$ cat config.mk
export PLATFORM = sky130hd
export DESIGN_NAME = panel_frame_sched
export DESIGN_NICKNAME = d
export VERILOG_FILES = /design/src/rtl/panel_frame_sched.sv
export SDC_FILE = /design/constraint.sdc
export NUM_CORES = 1
export LEC_CHECK = 0
export CAP_MARGIN = 20
export CORE_ASPECT_RATIO = 1.2
export CORE_MARGIN = 5
export CORE_UTILIZATION = 60
export CTS_CLUSTER_DIAMETER = 30
export DETAILED_ROUTE_END_ITERATION = 12
export DONT_BUFFER_PORTS = 1
export GPL_ROUTABILITY_DRIVEN = 1
export PLACE_DENSITY = 0.81
export SETUP_SLACK_MARGIN = 0.15
export SLEW_MARGIN = 0
export SYNTH_ARGS = -nofsm -noshare
export SYNTH_HDL_FRONTEND = slang
export SYNTH_SLANG_ARGS = --single-unit
$ cat constraint.sdc
create_clock -name clk -period 2.3 [get_ports clk]
set_input_delay 0.345 -clock clk [delete_from_list [all_inputs] [get_ports clk]]
set_output_delay 0.345 -clock clk [all_outputs]
set_load 0.03 [all_outputs]
$ cat src/rtl/panel_frame_sched.sv
// Frame scheduler for a chained LED panel driver: sequences driver reset/enable,
// applies double-buffer swaps and staged configuration at frame boundaries, and guards frames with a watchdog.
module panel_frame_sched #(
  parameter int unsigned N_ROWS_MAX    = 64,
  parameter int unsigned N_COLS_MAX    = 256,
  parameter int unsigned BITDEPTH_MAX  = 8,
  parameter int unsigned LSB_BLANK_MAX = 200,
  parameter int unsigned CTRL_WIDTH    = 32,
  parameter int unsigned RECONF_CYCLES = 2,
  parameter int unsigned WDOG_CYCLES   = 1000000
) (
  input  logic                  clk,
  input  logic                  ctrl_rst_n,
  input  logic                  ctrl_en,
  input  logic [CTRL_WIDTH-1:0] cfg_n_rows,
  input  logic [CTRL_WIDTH-1:0] cfg_n_cols,
  input  logic [CTRL_WIDTH-1:0] cfg_bitdepth,
  input  logic [CTRL_WIDTH-1:0] cfg_lsb_blank,
  input  logic                  cfg_commit,
  input  logic                  swap_req,
  input  logic                  frame_done,
  output logic [CTRL_WIDTH-1:0] act_n_rows,
  output logic [CTRL_WIDTH-1:0] act_n_cols,
  output logic [CTRL_WIDTH-1:0] act_bitdepth,
  output logic [CTRL_WIDTH-1:0] act_lsb_blank,
  output logic                  drv_en,
  output logic                  drv_rst,
  output logic                  disp_buffer,
  output logic                  wr_buffer,
  output logic                  swap_pending,
  output logic                  swap_done,
  output logic                  cfg_err,
  output logic                  wdog_err,
  output logic [15:0]           frame_cnt
);

  localparam logic [1:0] S_IDLE   = 2'd0;
  localparam logic [1:0] S_RECONF = 2'd1;
  localparam logic [1:0] S_RUN    = 2'd2;

  localparam int unsigned RC_W = (RECONF_CYCLES > 1) ? $clog2(RECONF_CYCLES) : 1;
  localparam int unsigned WD_W = (WDOG_CYCLES > 1) ? $clog2(WDOG_CYCLES) : 1;
  localparam logic [RC_W-1:0] RC_LAST = RC_W'(RECONF_CYCLES - 1);
  localparam logic [WD_W-1:0] WD_LAST = WD_W'(WDOG_CYCLES - 1);

  localparam logic [CTRL_WIDTH-1:0] ROWS_LIM  = CTRL_WIDTH'(N_ROWS_MAX);
  localparam logic [CTRL_WIDTH-1:0] COLS_LIM  = CTRL_WIDTH'(N_COLS_MAX);
  localparam logic [CTRL_WIDTH-1:0] DEPTH_LIM = CTRL_WIDTH'(BITDEPTH_MAX);
  localparam logic [CTRL_WIDTH-1:0] BLANK_LIM = CTRL_WIDTH'(LSB_BLANK_MAX);

  function automatic logic cfg_ok(input logic [CTRL_WIDTH-1:0] rows,
                                  input logic [CTRL_WIDTH-1:0] cols,
                                  input logic [CTRL_WIDTH-1:0] depth,
                                  input logic [CTRL_WIDTH-1:0] blank);
    return (rows  != '0) && (rows  <= ROWS_LIM) &&
           (cols  != '0) && (cols  <= COLS_LIM) &&
           (depth != '0) && (depth <= DEPTH_LIM) &&
           (blank <= BLANK_LIM);
  endfunction

  logic [1:0]            state;
  logic [RC_W-1:0]       rc_cnt;
  logic [WD_W-1:0]       wdog_cnt;
  logic                  commit_pending;
  logic                  commit_valid;
  logic [CTRL_WIDTH-1:0] stg_n_rows;
  logic [CTRL_WIDTH-1:0] stg_n_cols;
  logic [CTRL_WIDTH-1:0] stg_bitdepth;
  logic [CTRL_WIDTH-1:0] stg_lsb_blank;

  assign commit_valid = cfg_commit && cfg_ok(cfg_n_rows, cfg_n_cols, cfg_bitdepth, cfg_lsb_blank);
  assign drv_en       = (state == S_RUN);
  assign drv_rst      = (state == S_RECONF);
  assign wr_buffer    = ~disp_buffer;

  // Staged config is only observed while commit_pending is set, so it needs no reset.
  always_ff @(posedge clk) begin
    if (commit_valid) begin
      stg_n_rows    <= cfg_n_rows;
      stg_n_cols    <= cfg_n_cols;
      stg_bitdepth  <= cfg_bitdepth;
      stg_lsb_blank <= cfg_lsb_blank;
    end
  end

  always_ff @(posedge clk or negedge ctrl_rst_n) begin
    if (!ctrl_rst_n) begin
      state          <= S_IDLE;
      rc_cnt         <= '0;
      wdog_cnt       <= '0;
      commit_pending <= 1'b0;
      swap_pending   <= 1'b0;
      swap_done      <= 1'b0;
      disp_buffer    <= 1'b0;
      frame_cnt      <= '0;
      cfg_err        <= 1'b0;
      wdog_err       <= 1'b0;
      act_n_rows     <= ROWS_LIM;
      act_n_cols     <= COLS_LIM;
      act_bitdepth   <= DEPTH_LIM;
      act_lsb_blank  <= '0;
    end else begin
      swap_done <= 1'b0;
      if (cfg_commit && !commit_valid) cfg_err <= 1'b1;

      if (!ctrl_en) begin
        state    <= S_IDLE;
        wdog_cnt <= '0;
      end else begin
        case (state)
          S_IDLE: begin
            state  <= S_RECONF;
            rc_cnt <= '0;
            if (commit_pending) begin
              act_n_rows     <= stg_n_rows;
              act_n_cols     <= stg_n_cols;
              act_bitdepth   <= stg_bitdepth;
              act_lsb_blank  <= stg_lsb_blank;
              commit_pending <= 1'b0;
            end
          end
          S_RECONF: begin
            wdog_cnt <= '0;
            if (rc_cnt == RC_LAST) state <= S_RUN;
            else                   rc_cnt <= rc_cnt + 1'b1;
          end
          S_RUN: begin
            if (frame_done) begin
              frame_cnt <= frame_cnt + 16'd1;
              wdog_cnt  <= '0;
              if (swap_pending) begin
                disp_buffer  <= ~disp_buffer;
                swap_pending <= 1'b0;
                swap_done    <= 1'b1;
              end
              if (commit_pending) begin
                act_n_rows     <= stg_n_rows;
                act_n_cols     <= stg_n_cols;
                act_bitdepth   <= stg_bitdepth;
                act_lsb_blank  <= stg_lsb_blank;
                commit_pending <= 1'b0;
                state          <= S_RECONF;
                rc_cnt         <= '0;
              end
            end else if (wdog_cnt == WD_LAST) begin
              wdog_err <= 1'b1;
              wdog_cnt <= '0;
              state    <= S_RECONF;
              rc_cnt   <= '0;
            end else begin
              wdog_cnt <= wdog_cnt + 1'b1;
            end
          end
          default: state <= S_IDLE;
        endcase
      end

      // New requests land after this edge's consumption, so same-cycle requests wait a frame.
      if (swap_req && !swap_pending) swap_pending <= 1'b1;
      if (commit_valid) commit_pending <= 1'b1;
    end
  end

endmodule

Word-level counts from Yosys, hierarchy flattened
Cells that the tools add are included.
{"block": "word_totals", "register_bits": 301, "inputBits": 134, "out_inout_bits": 152, "elab_cells": 106}
{"block": "classes", "addsub": 3, "order_cmp": 4, "n_eq_ne": 11, "muxes": 38, "bitwise": 2, "reduce_logical": 30}
{"cell": "$mux 32", "count": 8}
{"cell": "$pmux 32 s2", "count": 4}
{"cell": "$reduce_bool 32->1", "count": 3}
{"cell": "$mux 20", "count": 3}
{"cell": "$pmux 20 s2", "count": 1}
{"cell": "$le 32x4->1 const B", "count": 1}
{"cell": "$le 32x7->1 const B", "count": 1}
{"cell": "$le 32x8->1 const B", "count": 1}
{"cell": "$le 32x9->1 const B", "count": 1}
{"cell": "$add 20x1->20 const B", "count": 1}
{"cell": "$eq 20x20->1 const B", "count": 1}
{"cell": "$add 16x1->16 const B", "count": 1}
{"cell": "$reduce_and 3->1", "count": 5}
{"cell": "$mux 1", "count": 14}
{"cell": "$ne 3x2->1 const B", "count": 4}
{"cell": "$reduce_and 4->1", "count": 3}
{"cell": "$mux 2", "count": 5}
{"cell": "$reduce_bool 2->1", "count": 5}
{"cell": "$logic_and 1x1->1", "count": 9}
{"cell": "$ne 4x3->1 const B", "count": 2}
{"cell": "$pmux 2 s3", "count": 1}
{"cell": "$reduce_bool 3->1", "count": 2}
{"cell": "$ne 3x1->1 const B", "count": 1}
{"cell": "$pmux 1 s3", "count": 1}
{"cell": "other kinds (8)", "count": 10}

Depth between registers and ports, before layout
{"block": "logic_depth", "word_depth": 10, "mapped_depth": 8, "ltp_nobuf": 6}

Least setup slack after synthesis
No wires, ideal clock.
{"block": "synth_timing", "kind": "input to register", "start": "input port cfg_n_rows[3]", "end": "register stg_bitdepth[0] (enable)", "setup_ns": 0.500, "t_arrival_ns": 4.566, "required_ns": 1.800, "path_slack_ns": -2.766, "stages": 5, "n_path_buf": 0, "path_cell_list": "or4_1 nor3_1 mux2i_1 nor4bb_1 and4_1"}
{"block": "synth_between", "elab_chain_len": 8, "word_cells_on_any_way": 9, "classes_between": "order compare (1); reduce/logical (8)"}
{"element": "start: declaration", "line_no": "15", "text": "input logic [CTRL_WIDTH-1:0] cfg_n_rows,"}
{"element": "$le 32x7->1 / $reduce_bool 32->1 (equally long branches)", "line_no": "55", "text": "return (rows != '0) && (rows <= ROWS_LIM) &&"}
{"element": "$logic_and 1x1->1 * (2 in series)", "line_no": "55"}
{"element": "$logic_and 1x1->1 * (2 in series)", "line_no": "56", "text": "(cols != '0) && (cols <= COLS_LIM) &&"}
{"element": "$logic_and 1x1->1 * (2 in series)", "line_no": "57", "text": "(depth != '0) && (depth <= DEPTH_LIM) &&"}
{"element": "$logic_and 1x1->1 *", "line_no": "71", "text": "assign commit_valid = cfg_commit && cfg_ok(cfg_n_rows, cfg_n_cols, cfg_bitdepth, cfg_lsb_blank);"}
{"element": "net commit_valid", "line_no": "65", "text": "logic commit_valid;"}
{"element": "end signal: assignment", "line_no": "81", "text": "stg_bitdepth <= cfg_bitdepth;"}
{"element": "end: declaration", "line_no": "68", "text": "logic [CTRL_WIDTH-1:0] stg_bitdepth;"}
Mark *: on every way through the listed nets, which the timed path passes. The rest lies on a longest branch.
A chain may end at the register's enable or synchronous reset.

Worst setup path in the final report
{"block": "layout_timing", "start": "input port cfg_n_rows[13]", "end": "register stg_bitdepth[11] (enable)"}
The elaborated chain is that of the path after synthesis.

==> reports/results.tsv <==
stage	metric	value	unit
sta	fmaxAchievable	0.478	GHz
yosys	postSynthAreaPerCell	16.7	sq um
setup_path	path_class	primary input to flop	
detailed_routing	dr_drc_count	0	
sta	fin_crit_sh	0.910	
place	dp_hpwl	17.3	mm
setup_path	timing.critical_path.required	2.51	ns
yosys	synth_mux_area_frac	0.131	
yosys	synth_xor_xnor_area_share	0.0259	
cts	clock_tree.root_cell	clkbuf_16	
pwr	power_frac_comb	0.032	
global_routing	grt_start_max_net_pins	174	
sta	clock_tree_skew_after_final_layout	0.0221	ns
cts	postCtsSetupRepairBufs	0	
yosys	synth_edf_count	128	
pwr	vdd_drop_max	0.825	mV
global_routing	grt_pass1_vias	7587	
cts	cts_tree	built	
cts	numCtsBuffers	44	
die	die_height	159	um
detailed_routing	first_pass_iters	5	
yosys	synth_warnings	0	
die	placementRows	54	
pwr	net-switching-power	2870	uW
finish	synthToLayoutAreaGrowth	29.5	%
yosys	postSynthNetCount	800	
cts	number_of_buffers_added_to_fix_hold_violations_after_cts	131	
yosys	syn-cell-area	11100	sq um
setup_path	cp_num_buf_inv	3	
place	post-place-ws	-0.415	ns
yosys	dominant_register_cell_in_the_synthesized_netlist	dfrtp_1	
sta	pins_over_slew_limit	0	
cts	clock_latency	0.53	ns
setup_path	crit_path_cell_trace	nor4_1 -> buf_4 -> nand4_1 -> nor4_2 -> buf_4 -> and4_4 -> buf_12	
die	coreArea	18200	sq um
sta	period_minus_slack	2.09	ns
global_routing	grt_pass1_wl	45.2	mm
setup_path	cp-end-kind	flop	
pwr	reported_leakage_power	0.00614	uW
setup_path	cp_slowest_stage_delay	0.45	ns
sta	timing_worst_slew_pin_value	0.735	ns
setup_path	worst_setup_path_start_kind	primary input	
cts	clkTransAtPathRegs	0.06	ns
pwr	power_switching_share	0.224	
pwr	clock_power_share	0.517	
run_status	failed_checks	negative hold slack	
min_path	worst_hold_path_type	primary input to async pin	
yosys	synth_simple_gate_area_frac	0.0754	
place	gp_routability_congestion	0.820	
setup_path	cell_family_with_the_largest_share_of_critical_path_delay	simple AND/OR/NAND/NOR gates	
pwr	internal_power	9940	uW
setup_path	timing.critical_path.slowest_stage_cell	nor4_2	
finish	post_route_cells_drive_above_1_share	0.277	
yosys	yosysUniqueCellTypes	50	
finish	antenna_cells	0	
yosys	post_synth_fa_ha_maj_area_fraction	0.00225	
sta	setup-violations-final	0	
place	buffer_ports.inserted	0	
run	maxCapViolations	0	
pwr	p_per_area	890	nW/um^2
detailed_routing	wl_per_cell	26.8	um
setup_path	worst-endpoint-arrival	2.30	ns
yosys	yosys_register_bits	301	
yosys	synth_top_family_by_area	multiplexers	
cts	buffer_levels_on_the_longest_clock_path	3	
setup_path	critPathMaxFanout	34	
run_status	outcome	finished with violations	
cts	clkSinkCount	301	
detailed_routing	finalWirelength	29.6	mm
yosys	post_synth_inst_count	664	
setup_path	critPathMostFrequentCell	buf_4	
cts	cts_htree_levels	2	
yosys	synth_compound_gate_area_share	0.0198	
die	fp.dieW	134	um
sta	final.hold.worst_slack	-0.484	ns
global_routing	grt_antenna_before_repair	0	
global_routing	grt_overflow	0	
sta	timing.final.ws_setup	0.206	ns
detailed_routing	dr_total_vias	6623	
sta	max-slew-margin-rel	0.509	
detailed_routing	viasPerCell	5.99	
sta	rsz0062_at_grt	false	
die	die_area	21400	sq um
global_routing	grt.total_usage	0.277	
finish	nNetsFinal	982	
yosys	seq_area_frac_synth	0.735	
die	io_pins	286	
detailed_routing	first_drt_iteration_drcs	345	
yosys	synth-async-reset-ratio	0.575	
sta	report.final.hold_viol_count	173	
pwr	power_frac_seq	0.451	
detailed_routing	antenna_violating_nets_post_route	0	
die	initial_util	0.609	
[layout make-up]
cell class | count | area [sq um]
Sequential cell | 301 | 8180
Fill cell | 916 | 3850
Tap cell | 224 | 280
Timing Repair Buffer | 154 | 1570
Clock inverter | 25 | 243
Multi-Input combinational cell | 339 | 2850
Clock buffer | 57 | 1250
Inverter | 6 | 22.5
[stage by stage]
stage	std cells	area (sq um)	util	setup TNS [ns]	power, uW
2_1_floorplan	664	11100	-	-83.83	6030
3_3_place_gp	893	11600	0.634	-59.20	6070
3_5_place_dp	893	11600	0.634	-50.05	6090
4_1_cts	1106	14400	0.789	0	12800
5_1_grt	1106	14400	0.789	0	13200
6_report	1106	14400	0.789	0	12800
[state kept, by name, indices dropped and copies added, names as in the netlist]
name / count
state: 2
act_bitdepth: 32
stg_n_cols: 32
act_lsb_blank: 32
stg_n_rows: 32
swap_pending: 1
disp_buffer: 1
wdog_cnt: 20
frame_cnt: 16
stg_bitdepth: 32
act_n_cols: 32
act_n_rows: 32
swap_done: 1
commit_pending: 1
rc_cnt: 1
cfg_err: 1
stg_lsb_blank: 32
wdog_err: 1
[path summary, 6_finish.rpt]
check	from	endpoint	slack [ns]	cells past startpoint
setup reg to reg	wdog_cnt[0]	wdog_cnt[17]	0.26	7
min in group clk	ctrl_en	rc_cnt	0.03	2
hold / removal	ctrl_rst_n	act_bitdepth[26]	-0.48	0
setup / recovery	cfg_n_rows[13]	stg_bitdepth[11]	0.21	7
max in group asynchronous	ctrl_rst_n	act_bitdepth[3]	2.47	0
hold reg to reg	stg_n_cols[5]	act_n_cols[5]	0.47	1
[Yosys cell counts (all sizes together) (4+ instances only)]
library cell | count | area, sq um
dfrtp | 170 | 4250
edfxtp | 128 | 3840
mux2 | 128 | 1440
nand2 | 32 | 123
nor2 | 27 | 101
nor4 | 27 | 169
buf | 17 | 92.6
xnor2 | 17 | 156
nand4 | 15 | 93.8
xor2 | 15 | 131
nand3 | 11 | 55.1
and3 | 9 | 56.3
nor3 | 9 | 45.0
inv | 6 | 22.5
o21ai | 5 | 25.0
o31ai | 4 | 30.0
[power by group through the flow]
stage	registers, uW	logic, uW	clock network (uW)
2_1_floorplan	5850	179	0
3_3_place_gp	5870	203	0
3_5_place_dp	5880	214	0
4_1_cts	5770	406	6640
5_1_grt	5780	440	6950
6_report	5770	412	6620
[worst register-to-register path, cell delays in order (launching register included)]
cell	delay [ns]
dfrtp_1	0.39
ha_1	0.23
nand3_1	0.19
or3_4	0.41
o21bai_4	0.27
and2_1	0.20
buf_4	0.16
nor2_1	0.06
[cells in the final DEF (no fill, tap or decap), drive strengths merged, types with 3 or more instances in the layout]
cell / netlist / final
and3: 9 / 9
dlygate4sd3: 0 / 131
xor2: 15 / 15
a21oi: 3 / 3
nor2: 27 / 27
inv: 6 / 16
nand3: 11 / 11
clkinvlp: 0 / 6
clkinv: 0 / 8
edfxtp: 128 / 128
xnor2: 17 / 17
nor3: 9 / 9
nand2: 32 / 32
nand4: 15 / 15
mux2: 128 / 128
dfrtp: 170 / 170
o21ai: 5 / 5
dfstp: 3 / 3
o31ai: 4 / 4
nor4: 27 / 27
and4: 3 / 3
clkbuf: 1 / 57
buf: 17 / 23
[kinds of logic after synthesis]
group                    after synthesis
XOR/XNOR                              32
adder cells (fa/ha/maj)                2
multiplexers                         129
flip-flops                           301
buffers and inverters                 24
AND/OR/NAND/NOR                      152
AO/OA/AOI/OAI                         24
[repair_timing]
action	CTS	global route
cloned	0	0
setup endpoints to repair	124	34
gates resized for setup	1	1
hold endpoints to repair	307	173
[metal layers]
layer,part of all wire,track usage
met5,0,0
met4,0.043,0.115
met3,0.092,0.0986
met2,0.53,0.488
met1,0.33,0.301
(Power assumes the default switching activity.)
